$ cat src/rtl/irq_ctrl.sv
// External interrupt controller feeding the CP0 interrupt input: edge-detected sources,
// software mask, fixed priority (bit 0 highest), and one interrupt in service at a time.
//
// state   | meaning
// IDLE    | no request outstanding; arbitrate eligible sources
// REQ     | ir_out high for cur_id, waiting for CP0 to take it
// SERVICE | CP0 is running the handler for cur_id; waiting for ERET
module irq_ctrl #(
  parameter int                 N_SRC    = 8,
  parameter int                 ID_W     = 3,
  parameter logic [N_SRC-1:0]   MASK_RST = {N_SRC{1'b1}},
  parameter int                 ACK_TMO  = 16
) (
  input  logic              clk,
  input  logic              rst,
  input  logic [N_SRC-1:0]  irq_src,
  input  logic              mask_we,
  input  logic [N_SRC-1:0]  mask_wdata,
  output logic [N_SRC-1:0]  mask,
  output logic [N_SRC-1:0]  pending,
  output logic              ir_out,
  input  logic              ir_ack,
  input  logic              eret,
  output logic              cur_valid,
  output logic [ID_W-1:0]   cur_id
);

  localparam int TMO_W = $clog2(ACK_TMO) + 1;
  localparam logic [TMO_W-1:0] TMO_LAST = TMO_W'(ACK_TMO - 1);

  typedef enum logic [1:0] {IDLE, REQ, SERVICE} state_t;

  state_t             state;
  logic [N_SRC-1:0]   irq_prev;
  logic [N_SRC-1:0]   new_req;
  logic [N_SRC-1:0]   clr;
  logic [N_SRC-1:0]   eligible;
  logic [ID_W-1:0]    winner;
  logic [TMO_W-1:0]   tmo_cnt;

  assign new_req  = irq_src & ~irq_prev;
  assign eligible = pending & mask;

  // Scan from the top down so the lowest set index is the last one written.
  always_comb begin
    winner = '0;
    for (int i = N_SRC - 1; i >= 0; i--) begin
      if (eligible[i]) winner = ID_W'(i);
    end
  end

  always_comb begin
    clr = '0;
    if (state == REQ && ir_ack) clr[cur_id] = 1'b1;
  end

  always_ff @(posedge clk) begin
    if (rst) begin
      mask      <= MASK_RST;
      pending   <= '0;
      irq_prev  <= '0;
      ir_out    <= 1'b0;
      cur_valid <= 1'b0;
      cur_id    <= '0;
      state     <= IDLE;
      tmo_cnt   <= '0;
    end else begin
      irq_prev <= irq_src;
      // A fresh edge on the bit being claimed survives the clear.
      pending  <= (pending & ~clr) | new_req;
      if (mask_we) mask <= mask_wdata;

      case (state)
        IDLE: begin
          if (|eligible) begin
            state     <= REQ;
            cur_id    <= winner;
            cur_valid <= 1'b1;
            ir_out    <= 1'b1;
            tmo_cnt   <= '0;
          end
        end
        REQ: begin
          if (ir_ack) begin
            state  <= SERVICE;
            ir_out <= 1'b0;
          end else if (!mask[cur_id]) begin
            state     <= IDLE;
            ir_out    <= 1'b0;
            cur_valid <= 1'b0;
          end else if (tmo_cnt == TMO_LAST) begin
            state     <= IDLE;
            ir_out    <= 1'b0;
            cur_valid <= 1'b0;
          end else begin
            tmo_cnt <= tmo_cnt + TMO_W'(1);
          end
        end
        SERVICE: begin
          if (eret) begin
            state     <= IDLE;
            cur_valid <= 1'b0;
          end
        end
        default: begin
          state     <= IDLE;
          ir_out    <= 1'b0;
          cur_valid <= 1'b0;
        end
      endcase
    end
  end

endmodule
$ cat config.mk
export PLATFORM = sky130hd
export DESIGN_NAME = irq_ctrl
export DESIGN_NICKNAME = d
export VERILOG_FILES = /design/src/rtl/irq_ctrl.sv
export SDC_FILE = /design/constraint.sdc
export NUM_CORES = 1
export LEC_CHECK = 0
export ABC_CLOCK_PERIOD_IN_PS = 3630
export CORE_AREA = 2 2 59 61
export DETAILED_ROUTE_END_ITERATION = 6
export DIE_AREA = 0 0 61 63
export PLACE_DENSITY_LB_ADDON = 0.08
export REMOVE_ABC_BUFFERS = 1
export SKIP_LAST_GASP = 1
export SLEW_MARGIN = 10
export SYNTH_ARGS = -nofsm -noshare
export SYNTH_HDL_FRONTEND = slang
export SYNTH_SLANG_ARGS = --single-unit
$ cat constraint.sdc
create_clock -name clk -period 3.63 [get_ports clk]
set_input_delay 0.5445 -clock clk [delete_from_list [all_inputs] [get_ports clk]]
set_output_delay 0.5445 -clock clk [all_outputs]
set_load 0.01 [all_outputs]
**After elaboration in Yosys (flattened, before gate mapping)**

Index checks and enable logic that the tools add are counted.

- Register bits: 36
- Input bits: 21
- Output and inout port bits: 21

- $add $sub $neg: 1
- Magnitude comparators: 2
- Eq/ne operators: 10
- Multiplexer cells: 32
- Bitwise logic cells: 7
- Reduce and logical (&&, ||, !) cells: 10

Operator list:

| cell | count |
|---|---|
| $and A8 B8 Y8 | 3 |
| $mux W3 | 8 |
| $mux W5 | 4 |
| $not A8 Y8 | 2 |
| $mux W2 | 5 |
| $pmux W5 S2 | 1 |
| $mux W1 | 8 |
| $mux W8 | 1 |
| $ne A2 B2 Y1 const B | 4 |
| $or A8 B8 Y8 | 1 |
| $reduce_or A8 Y1 | 1 |
| $pmux W1 S3 | 2 |
| $pmux W2 S3 | 1 |
| $reduce_and A3 Y1 | 2 |
| $add A5 B1 Y5 const B | 1 |
| $eq A5 B4 Y1 const B | 1 |
| $reduce_and A5 Y1 | 1 |
| $lt A3 B4 Y1 const B | 1 |
| $ne A4 B3 Y1 const B | 1 |
| $reduce_and A4 Y1 | 1 |
| $bmux W1 S3 | 1 |
| $demux W1 S3 | 1 |
| $ge A3 B1 Y1 const B | 1 |
| $ne A3 B2 Y1 const B | 1 |
| 8 further kinds | 9 |

**Longest topological paths before layout**

Gate-level depths: netlist of run 1.

- Depth after elaboration: 9
- Mapped depth: 7
- Mapped depth without buffers: 7

**Worst setup path before layout of run 1**

OpenSTA, ideal clock, no wires.

- Path type: register to register
- Start point: register tmo_cnt[0]
- End point: register tmo_cnt[4]
- Arrival: 1.788 ns
- Path slack: 1.772 ns
- Stages on the path, launching flop included: 8
- Buffers on the path: 0
- Clock period less this slack: 1.858 ns
- Cell sequence: dfxtp_1 -> ha_1 -> and3_1 -> ha_1 -> nor3_2 -> nand2_2 -> or3_1 -> a21oi_1

- Word-level cells in the longest chain between the ends: 5

RTL lines:

| item | line | text |
|---|---|---|
| from (decl) | 39 | `logic [TMO_W-1:0] tmo_cnt;` |
| from (signal assigned) | 96 | `tmo_cnt <= tmo_cnt + TMO_W'(1);` |
| $add A5 B1 Y5 | 96 |  |
| $mux W5 | 91 | `end else if (tmo_cnt == TMO_LAST) begin` |
| $mux W5 | 87 | `end else if (!mask[cur_id]) begin` |
| $mux W5 | 84 | `if (ir_ack) begin` |
| $pmux W5 S2 | 73 | `case (state)` |

Parallel ways exist; a longest one is shown, timed or not. The select of a mux whose other input is x is not followed.
A chain may end at the register's enable or synchronous reset.

**Final worst setup path of run 1**

Ends and elaborated chain as after synthesis.

==> impl_metrics.toml, run 1 <==
[routing]
wl_cell_um = 14.1
iteration_count_of_the_initial_detailed_routing_pass = 4
drc = 0
detail-route-antenna-nets = 0
detailroute.via_count = 1392
vias_per_std_cell = 5.48
drt_wl_total_um = 3570
drt_first_iter_violations = 57

[synth]
synth.most_common_cell = "sky130_fd_sc_hd__dfxtp_1"
ys_seq_area_share_pct = 46.0
synth-compound-area-share_pct = 20.8
synthCells = 165
synth_top_family_by_area = "simple AND/OR/NAND/NOR gates"
synth_simple_gate_area_share_pct = 24.4
fraction_of_synthesized_cell_area_taken_by_the_top_area_cell_type_pct = 46.0
number_of_synthesized_flops_with_an_enable_pin = 0
yosys.area_share.xor_xnor_pct = 0
synth.cells.most_frequent = "sky130_fd_sc_hd__dfxtp_1, sky130_fd_sc_hd__nor2b_1, sky130_fd_sc_hd__a21oi_1"
post_synth_fa_ha_maj_area_fraction_pct = 1.60
postSynthRegisterBits = 36
avgSynthCellArea_sq_um = 9.49
synth.lib_cells_used.distinct = 36
share_of_cell_area_taken_by_muxes_after_synthesis_pct = 5.04
synth_area_leaders = "sky130_fd_sc_hd__dfxtp_1, sky130_fd_sc_hd__nor2b_1, sky130_fd_sc_hd__a211o_1, sky130_fd_sc_hd__a21oi_1, sky130_fd_sc_hd__nand2b_1"
synthFlopType = "sky130_fd_sc_hd__dfxtp_1"
synth-async-reset-ratio_pct = 0
netlist_area_sq_um = 1570
synthesis.yosys.warnings = 0
yosysTopAreaCell = "sky130_fd_sc_hd__dfxtp_1"

[cts]
ctsResizeCount = 0
cts_hold_buffers = 0
number_of_cts_inserted_buffers = 5
h-tree-depth = 2
clock_path_buffers = 2
cts_tree = "done"
cts.sinks = 36
post_cts.repair.setup_buffers = 0
clock_latency_ns = 0.34
cts_root_buffer = "sky130_fd_sc_hd__clkbuf_4"
path_clk_slew_ns = 0.10

[power]
combPwrFrac_pct = 23.1
power_switching_uw = 263
power.leakage_nw = 0.777
share_clk_of_total_power_pct = 26.0
cellPowerDensity_nw_per_um2 = 441
internal-power_uw = 653
power_frac_seq_pct = 50.9
sw_frac_of_total_pct = 28.7
peak_vdd_ir_mv = 0.316

[setup_path]
setup.worst_path.class = "flop to flop"
worstSetupEndpointType = "flop"
critical_path_arrival_ns = 2.37
timing.critical_path.required_ns = 3.91
nature_of_the_critical_path_startpoint = "flop"
worst-path-max-fanout = 5

[die]
die_x_um = 61
row_count = 21
count_of_boundary_i_o_pins = 42
floorplan.die.height_um = 63
floorplan.core_area_sq_um = 3230
floorplan.initialDensity_pct = 48.4
die_ar_sq_um = 3840

[finish]
fill_cell_instance_count_of_the_final_layout = 291
fin_nets = 231
layout.cells.non_filler = 254
register_area_sq_um = 721
combined_area_of_the_multi_input_logic_cells_sq_um = 811
antenna_cells = 0
fraction_of_layout_cells_with_a_size_suffix_above_1_pct = 9.13
area_growth_pct = 32.6

[timing]
final.period_utilization_pct = 57.7
hold_slack_ns = 0.485
period_minus_slack_ns = 2.09
relSlewSlack_pct = 26.8
worst_slew_pin_slew_ns = 1.09
fin_tns_setup_ns = 0
max_freq_ghz = 0.478
timing_max_transition_violations_final = 0
skew_ns = 0.00382
hold_violations = 0
finish_stage_setup_viols = 0
grt_setup_unrepaired = "no"

[status]
run_status = "complete, no violations"

[job]
drv_cap = 0

[grt]
grt_antenna_before_repair = 0
globalRouteOverflowTotal = 0
grt_pass1_vias = 1385
grt_first_pass_wirelength_um = 6040
grt_util_overall_pct = 20.8
grt_max_degree = 32

[placement]
port-buffer-count = 41
number_of_placed_instances_taps_included = 247
place.gp.congestion = 0.908
half_perimeter_wire_length_of_the_detailed_placement_result_um = 2610

[hold_path]
timing.hold.worst.class = "flop to flop"
## power by group through the flow
| stage | Clock [mW] | Combinational, mW | Sequential [mW] |
|---|---|---|---|
| 2_1_floorplan | 0 | 0.105 | 0.475 |
| 3_3_place_gp | 0 | 0.207 | 0.474 |
| 3_5_place_dp | 0 | 0.212 | 0.475 |
| 4_1_cts | 0.244 | 0.214 | 0.466 |
| 5_1_grt | 0.265 | 0.232 | 0.471 |
| 6_report | 0.239 | 0.211 | 0.466 |
## per-stage QoR
stage	setup WS (ns)	total power [mW]	utilization, %	cell area [sq um]
6_report	1.54	0.916	64.2	2080
5_1_grt	1.41	0.968	64.2	2080
4_1_cts	1.55	0.923	64.2	2080
3_5_place_dp	1.38	0.687	62.2	2010
3_3_place_gp	1.44	0.680	62.2	2010
2_1_floorplan	1.77	0.579	-	1540
## critical path, stage by stage (launching register included)
cell and delay [ns]:
sky130_fd_sc_hd__dfxtp_1 0.35, sky130_fd_sc_hd__ha_1 0.23, sky130_fd_sc_hd__and3_1 0.19, sky130_fd_sc_hd__ha_1 0.21
sky130_fd_sc_hd__nor3_2 0.44, sky130_fd_sc_hd__nand2_2 0.15, sky130_fd_sc_hd__or3_1 0.32, sky130_fd_sc_hd__a21oi_1 0.13
## routing by layer
| layer | track usage [%] | vias to the layer above | share of wire (%) |
|---|---|---|---|
| li1 | - | 683 | - |
| met1 | 26.4 | 659 | 44 |
| met2 | 31.7 | 42 | 48 |
| met3 | 5.18 | 8 | 5.4 |
| met4 | 10.9 | 0 | 2.1 |
| met5 | 0 | - | 0 |
## state kept, by name, summed over array words and instances (netlist names)
register and cells:
tmo_cnt 5, state 2, pending 8, ir_out 1, irq_prev 8, cur_id 3
cur_valid 1, mask 8
## cell type report
type / count / area share, %
Timing Repair Buffer: 42 / 20.1
Inverter: 1 / 0.181
Multi-Input combinational cell: 122 / 39.1
Clock buffer: 7 / 3.13
Tap cell: 46 / 2.77
Sequential cell: 36 / 34.7
## cells by family after synthesis
family	Yosys count
AO/OA/AOI/OAI	49
multiplexers	5
AND/OR/NAND/NOR	66
adder cells (fa/ha/maj)	2
flip-flops	36
buffers and inverters	7
## worst paths after layout
check        slack (ns)          to  cells past startpoint  startpoint
max reg2reg        1.54  tmo_cnt[4]                      7  tmo_cnt[0]
min                0.48  tmo_cnt[4]                      2  tmo_cnt[4]
max                1.54  tmo_cnt[4]                      7  tmo_cnt[0]
min reg2reg        0.48  tmo_cnt[4]                      2  tmo_cnt[4]
## cells in the final DEF (no fill, tap or decap), types with 3 or more instances in the layout
master / instances
sky130_fd_sc_hd__clkbuf_4: 5
sky130_fd_sc_hd__nor2b_1: 19
sky130_fd_sc_hd__mux2_4: 3
sky130_fd_sc_hd__clkdlybuf4s50_1: 41
sky130_fd_sc_hd__o21ai_0: 10
sky130_fd_sc_hd__a22oi_1: 6
sky130_fd_sc_hd__a211o_1: 8
sky130_fd_sc_hd__a211oi_1: 3
sky130_fd_sc_hd__nor2_1: 9
sky130_fd_sc_hd__nand2_1: 9
sky130_fd_sc_hd__nand2b_1: 11
sky130_fd_sc_hd__a21oi_1: 14
sky130_fd_sc_hd__nand3_1: 3
sky130_fd_sc_hd__dfxtp_1: 36
(Power assumes the default switching activity.)
==> inputs of run 2 (changes only) <==
--- a/config.mk
+++ b/config.mk
@@ -5,10 +5,10 @@
 export SDC_FILE = /design/constraint.sdc
 export NUM_CORES = 1
 export LEC_CHECK = 0
-export ABC_CLOCK_PERIOD_IN_PS = 3630
-export CORE_AREA = 2 2 59 61
+export ABC_CLOCK_PERIOD_IN_PS = 1900
+export CORE_AREA = 2 2 64 66
 export DETAILED_ROUTE_END_ITERATION = 6
-export DIE_AREA = 0 0 61 63
+export DIE_AREA = 0 0 66 68
 export PLACE_DENSITY_LB_ADDON = 0.08
 export REMOVE_ABC_BUFFERS = 1
 export SKIP_LAST_GASP = 1
==> constraint.sdc (replaced) <==
create_clock -name clk -period 1.9 [get_ports clk]
set_input_delay 0.285 -clock clk [delete_from_list [all_inputs] [get_ports clk]]
set_output_delay 0.285 -clock clk [all_outputs]
set_load 0.01 [all_outputs]
==> impl_metrics.toml, run 2 (synthesized netlist as in run 1, its figures left out) <==
[cts]
cts_tree = "done"
clock_latency_ns = 0.29
path_clk_slew_ns = 0.07
cts.sinks = 36
cts_hold_buffers = 0
post_cts.repair.setup_buffers = 0
cts_root_buffer = "sky130_fd_sc_hd__clkbuf_8"
number_of_cts_inserted_buffers = 5
h-tree-depth = 2
clock_path_buffers = 2
ctsResizeCount = 0

[timing]
worst_slew_pin_slew_ns = 0.675
skew_ns = 0.00495
hold_violations = 0
grt_setup_unrepaired = "no"
final.period_utilization_pct = 95.3
timing_max_transition_violations_final = 0
finish_stage_setup_viols = 0
max_freq_ghz = 0.552
fin_tns_setup_ns = 0
relSlewSlack_pct = 54.4
hold_slack_ns = 0.483
period_minus_slack_ns = 1.81

[routing]
drc = 0
vias_per_std_cell = 5.17
detail-route-antenna-nets = 0
iteration_count_of_the_initial_detailed_routing_pass = 4
detailroute.via_count = 1380
wl_cell_um = 14.1
drt_first_iter_violations = 49
drt_wl_total_um = 3780

[setup_path]
timing.critical_path.required_ns = 2.12
worst-path-max-fanout = 6
nature_of_the_critical_path_startpoint = "flop"
critical_path_arrival_ns = 2.03
setup.worst_path.class = "flop to flop"
worstSetupEndpointType = "flop"

[job]
drv_cap = 0

[finish]
fraction_of_layout_cells_with_a_size_suffix_above_1_pct = 12.4
combined_area_of_the_multi_input_logic_cells_sq_um = 811
area_growth_pct = 39.2
most_common_cell_after_layout_fill_and_taps_aside = "sky130_fd_sc_hd__clkdlybuf4s50_1"
top_regs = "irq_prev x8, mask x8, pending x8"
antenna_cells = 0
layout.cells.non_filler = 267
register_area_sq_um = 722
fin_nets = 239
most_used_cells_in_the_layout_excluding_fill_and_tap_cells = "sky130_fd_sc_hd__clkdlybuf4s50_1, sky130_fd_sc_hd__dfxtp_1, sky130_fd_sc_hd__nor2b_1, sky130_fd_sc_hd__a21oi_1, sky130_fd_sc_hd__nand2b_1"
fill_cell_instance_count_of_the_final_layout = 350

[grt]
grt_pass1_vias = 1409
grt_util_overall_pct = 18.7
grt_max_degree = 38
globalRouteOverflowTotal = 0
grt_first_pass_wirelength_um = 6180
grt_antenna_before_repair = 0

[die]
die_x_um = 66
floorplan.die.height_um = 68
count_of_boundary_i_o_pins = 42
row_count = 23
die_ar_sq_um = 4490
floorplan.core_area_sq_um = 3860
floorplan.initialDensity_pct = 40.6

[hold_path]
timing.hold.worst.class = "flop to flop"

[placement]
port-buffer-count = 41
number_of_placed_instances_taps_included = 259
half_perimeter_wire_length_of_the_detailed_placement_result_um = 2770
place.gp.congestion = 0.847

[power]
peak_vdd_ir_mv = 0.481
power.leakage_nw = 0.826
cellPowerDensity_nw_per_um2 = 858

[status]
run_status = "complete, no violations"
## run 2: cell types whose count changed in the layout (fill, tap and decap cells not counted)
cell | previous run | this run
sky130_fd_sc_hd__buf_12 | 0 | 1
sky130_fd_sc_hd__buf_4 | 1 | 8
sky130_fd_sc_hd__clkbuf_1 | 0 | 2
sky130_fd_sc_hd__clkbuf_4 | 5 | 0
sky130_fd_sc_hd__clkbuf_8 | 2 | 6
sky130_fd_sc_hd__dfxtp_1 | 36 | 35
sky130_fd_sc_hd__dfxtp_2 | 0 | 1
## run 2: per-stage QoR
stage | instance area, sq um | util (%) | worst slack [ns] | power [mW]
detailed placement | 2090 | 54.2 | 0.0282 | 1.34
CTS | 2180 | 56.5 | 0.00918 | 1.90
floorplan | 1540 | - | 0.0426 | 1.11
global placement | 2090 | 54.2 | 0.0783 | 1.33
finish | 2180 | 56.5 | 0.0893 | 1.87
global route | 2180 | 56.5 | 0.00517 | 1.98
## run 2: worst max-delay path, stage by stage, from the launching register on
cell and delay (ns):
sky130_fd_sc_hd__dfxtp_2 0.41, sky130_fd_sc_hd__mux2_1 0.33, sky130_fd_sc_hd__mux4_2 0.56, sky130_fd_sc_hd__a21oi_4 0.20, sky130_fd_sc_hd__o21ai_1 0.11, sky130_fd_sc_hd__a21oi_1 0.13
## run 2: path summary, 6_finish.rpt
path         slack, ns       start    endpoint  depth (start not counted)
max               0.09   cur_id[0]  tmo_cnt[2]                          5
min               0.48  tmo_cnt[4]  tmo_cnt[4]                          2
max reg2reg       0.09   cur_id[0]  tmo_cnt[2]                          5
min reg2reg       0.48  tmo_cnt[4]  tmo_cnt[4]                          2
## run 2: area by class of cell
class | count | area share [%]
clock buffer | 8 | 4.13
tap | 50 | 2.87
timing repair buffer | 50 | 22.5
sequential | 36 | 33.1
multi-input combinational | 122 | 37.2
inverter | 1 | 0.172
## run 2: report_power, final
part	total, mW	switching, mW	internal [mW]
clock network	0.545	0.250	0.295
logic	0.451	0.205	0.246
registers	0.875	0.0581	0.817
total	1.87	0.513	1.36
## run 2: layer usage
metal	vias up	global-route usage [%]	share of wire, %
li1	691	-	-
met1	652	20.1	41
met2	31	32.4	53
met3	6	6.74	4.7
met4	0	9.69	1.6
met5	-	0	0
==> inputs of run 3 (changes only) <==
--- a/config.mk
+++ b/config.mk
@@ -6,9 +6,10 @@
 export NUM_CORES = 1
 export LEC_CHECK = 0
 export ABC_CLOCK_PERIOD_IN_PS = 1900
-export CORE_AREA = 2 2 64 66
+export CORE_AREA = 2 2 62 64
+export CTS_BUF_LIST = sky130_fd_sc_hd__clkbuf_8
 export DETAILED_ROUTE_END_ITERATION = 6
-export DIE_AREA = 0 0 66 68
+export DIE_AREA = 0 0 64 66
 export PLACE_DENSITY_LB_ADDON = 0.08
 export REMOVE_ABC_BUFFERS = 1
 export SKIP_LAST_GASP = 1
==> impl_metrics.toml, run 3 (synthesized netlist as in run 1, its figures left out) <==
[setup_path]
worstSetupEndpointType = "flop"
setup.worst_path.class = "flop to flop"
timing.critical_path.required_ns = 2.07
critical_path_arrival_ns = 1.98
nature_of_the_critical_path_startpoint = "flop"
worst-path-max-fanout = 6

[cts]
cts.sinks = 36
post_cts.repair.setup_buffers = 0
cts_tree = "done"
h-tree-depth = 2
cts_root_buffer = "sky130_fd_sc_hd__clkbuf_8"
number_of_cts_inserted_buffers = 5
clock_latency_ns = 0.28
cts_hold_buffers = 0
path_clk_slew_ns = 0.06
clock_path_buffers = 2

[finish]
final_util_pct = 61.3
area_growth_pct = 39.2
antenna_cells = 0
fin_nets = 242
most_common_cell_after_layout_fill_and_taps_aside = "sky130_fd_sc_hd__clkdlybuf4s50_1"
fraction_of_layout_cells_with_a_size_suffix_above_1_pct = 13.4
top_regs = "irq_prev x8, mask x8, pending x8"
most_used_cells_in_the_layout_excluding_fill_and_tap_cells = "sky130_fd_sc_hd__clkdlybuf4s50_1, sky130_fd_sc_hd__dfxtp_1, sky130_fd_sc_hd__nor2b_1, sky130_fd_sc_hd__a21oi_1"
layout.cells.non_filler = 265
postLayoutCellArea_sq_um = 2180
fill_cell_instance_count_of_the_final_layout = 316

[timing]
grt_setup_unrepaired = "no"
period_minus_slack_ns = 1.81
max_freq_ghz = 0.552
setup_slack_ns = 0.0869
final.period_utilization_pct = 95.4
finish_stage_setup_viols = 0
hold_slack_ns = 0.468
worst_slew_pin_slew_ns = 0.691
skew_ns = 0.00428
hold_violations = 0
timing_max_transition_violations_final = 0
relSlewSlack_pct = 53.3
fin_tns_setup_ns = 0

[routing]
wl_cell_um = 14.6
drc = 0
vias_per_std_cell = 5.29
detailroute.via_count = 1402
iteration_count_of_the_initial_detailed_routing_pass = 4
drt_wl_total_um = 3880
drt_first_iter_violations = 43
detail-route-antenna-nets = 0

[power]
internal-power_mw = 1.30
share_clk_of_total_power_pct = 26.1
sw_frac_of_total_pct = 28.0
power_switching_uw = 508
peak_vdd_ir_mv = 0.578
power.leakage_nw = 0.830
fin_total_pwr_mw = 1.81
cellPowerDensity_nw_per_um2 = 832
combPwrFrac_pct = 25.6
power_frac_seq_pct = 48.3

[die]
die_x_um = 64
floorplan.initialDensity_pct = 44.1
floorplan.core_area_sq_um = 3550
row_count = 22
floorplan.die.height_um = 66
count_of_boundary_i_o_pins = 42
die_ar_sq_um = 4220

[grt]
grt_antenna_before_repair = 0
globalRouteOverflowTotal = 0
grt_pass1_vias = 1423
grt_max_degree = 38
grt_first_pass_wirelength_um = 6500
grt_util_overall_pct = 20.1

[placement]
placement.cell_area_sq_um = 2110
port-buffer-count = 41
preCtsSetupSlack_ns = 0.0141
place.gp.congestion = 0.868
half_perimeter_wire_length_of_the_detailed_placement_result_um = 2850
number_of_placed_instances_taps_included = 260

[job]
drv_cap = 0

[hold_path]
timing.hold.worst.class = "flop to flop"

[status]
run_status = "complete, no violations"
-- run 3: power groups by stage --
stage          registers, mW  clock network [mW]  logic, mW
2_1_floorplan          0.907                   0      0.200
3_3_place_gp           0.887                   0      0.450
3_5_place_dp           0.890                   0      0.460
4_1_cts                0.875               0.478      0.463
5_1_grt                0.885               0.525      0.504
6_report               0.875               0.473      0.464
-- run 3: area by class of cell --
class,instances,area (sq um),share of cell area [%]
multi-input cells,122,811,37.2
inverters,1,3.75,0.172
flip-flops and latches,36,722,33.1
clock buffers,5,68.8,3.16
repair buffers,53,513,23.5
well taps,48,60.1,2.76
-- run 3: path summary, 6_finish.rpt --
kind,startpoint,to,slack (ns),cells past startpoint
setup reg to reg,cur_id[0],cur_valid,0.09,5
setup / recovery,cur_id[0],cur_valid,0.09,5
hold reg to reg,tmo_cnt[4],tmo_cnt[4],0.47,2
hold / removal,tmo_cnt[4],tmo_cnt[4],0.47,2
-- run 3: timing repair --
| action | CTS | global route |
|---|---|---|
| pin swaps | 0 | 1 |
| setup endpoints to repair | 1 | 2 |
| resized for setup | 1 | 0 |
-- run 3: metal layers --
metal | part of all wire, % | wire length [um] | GRT usage (%)
met2 | 47 | 1820 | 33.2
met5 | 0 | 0 | 0
met1 | 46 | 1780 | 24.9
met4 | 1.5 | 58 | 7.88
met3 | 5.6 | 219 | 5.28
-- run 3: critical path: stages (launching register included) --
cell and delay (ns):
sky130_fd_sc_hd__dfxtp_2 0.41, sky130_fd_sc_hd__mux2_1 0.35, sky130_fd_sc_hd__mux4_2 0.56, sky130_fd_sc_hd__nor2b_1 0.18, sky130_fd_sc_hd__nor3b_2 0.15, sky130_fd_sc_hd__nor4_1 0.06
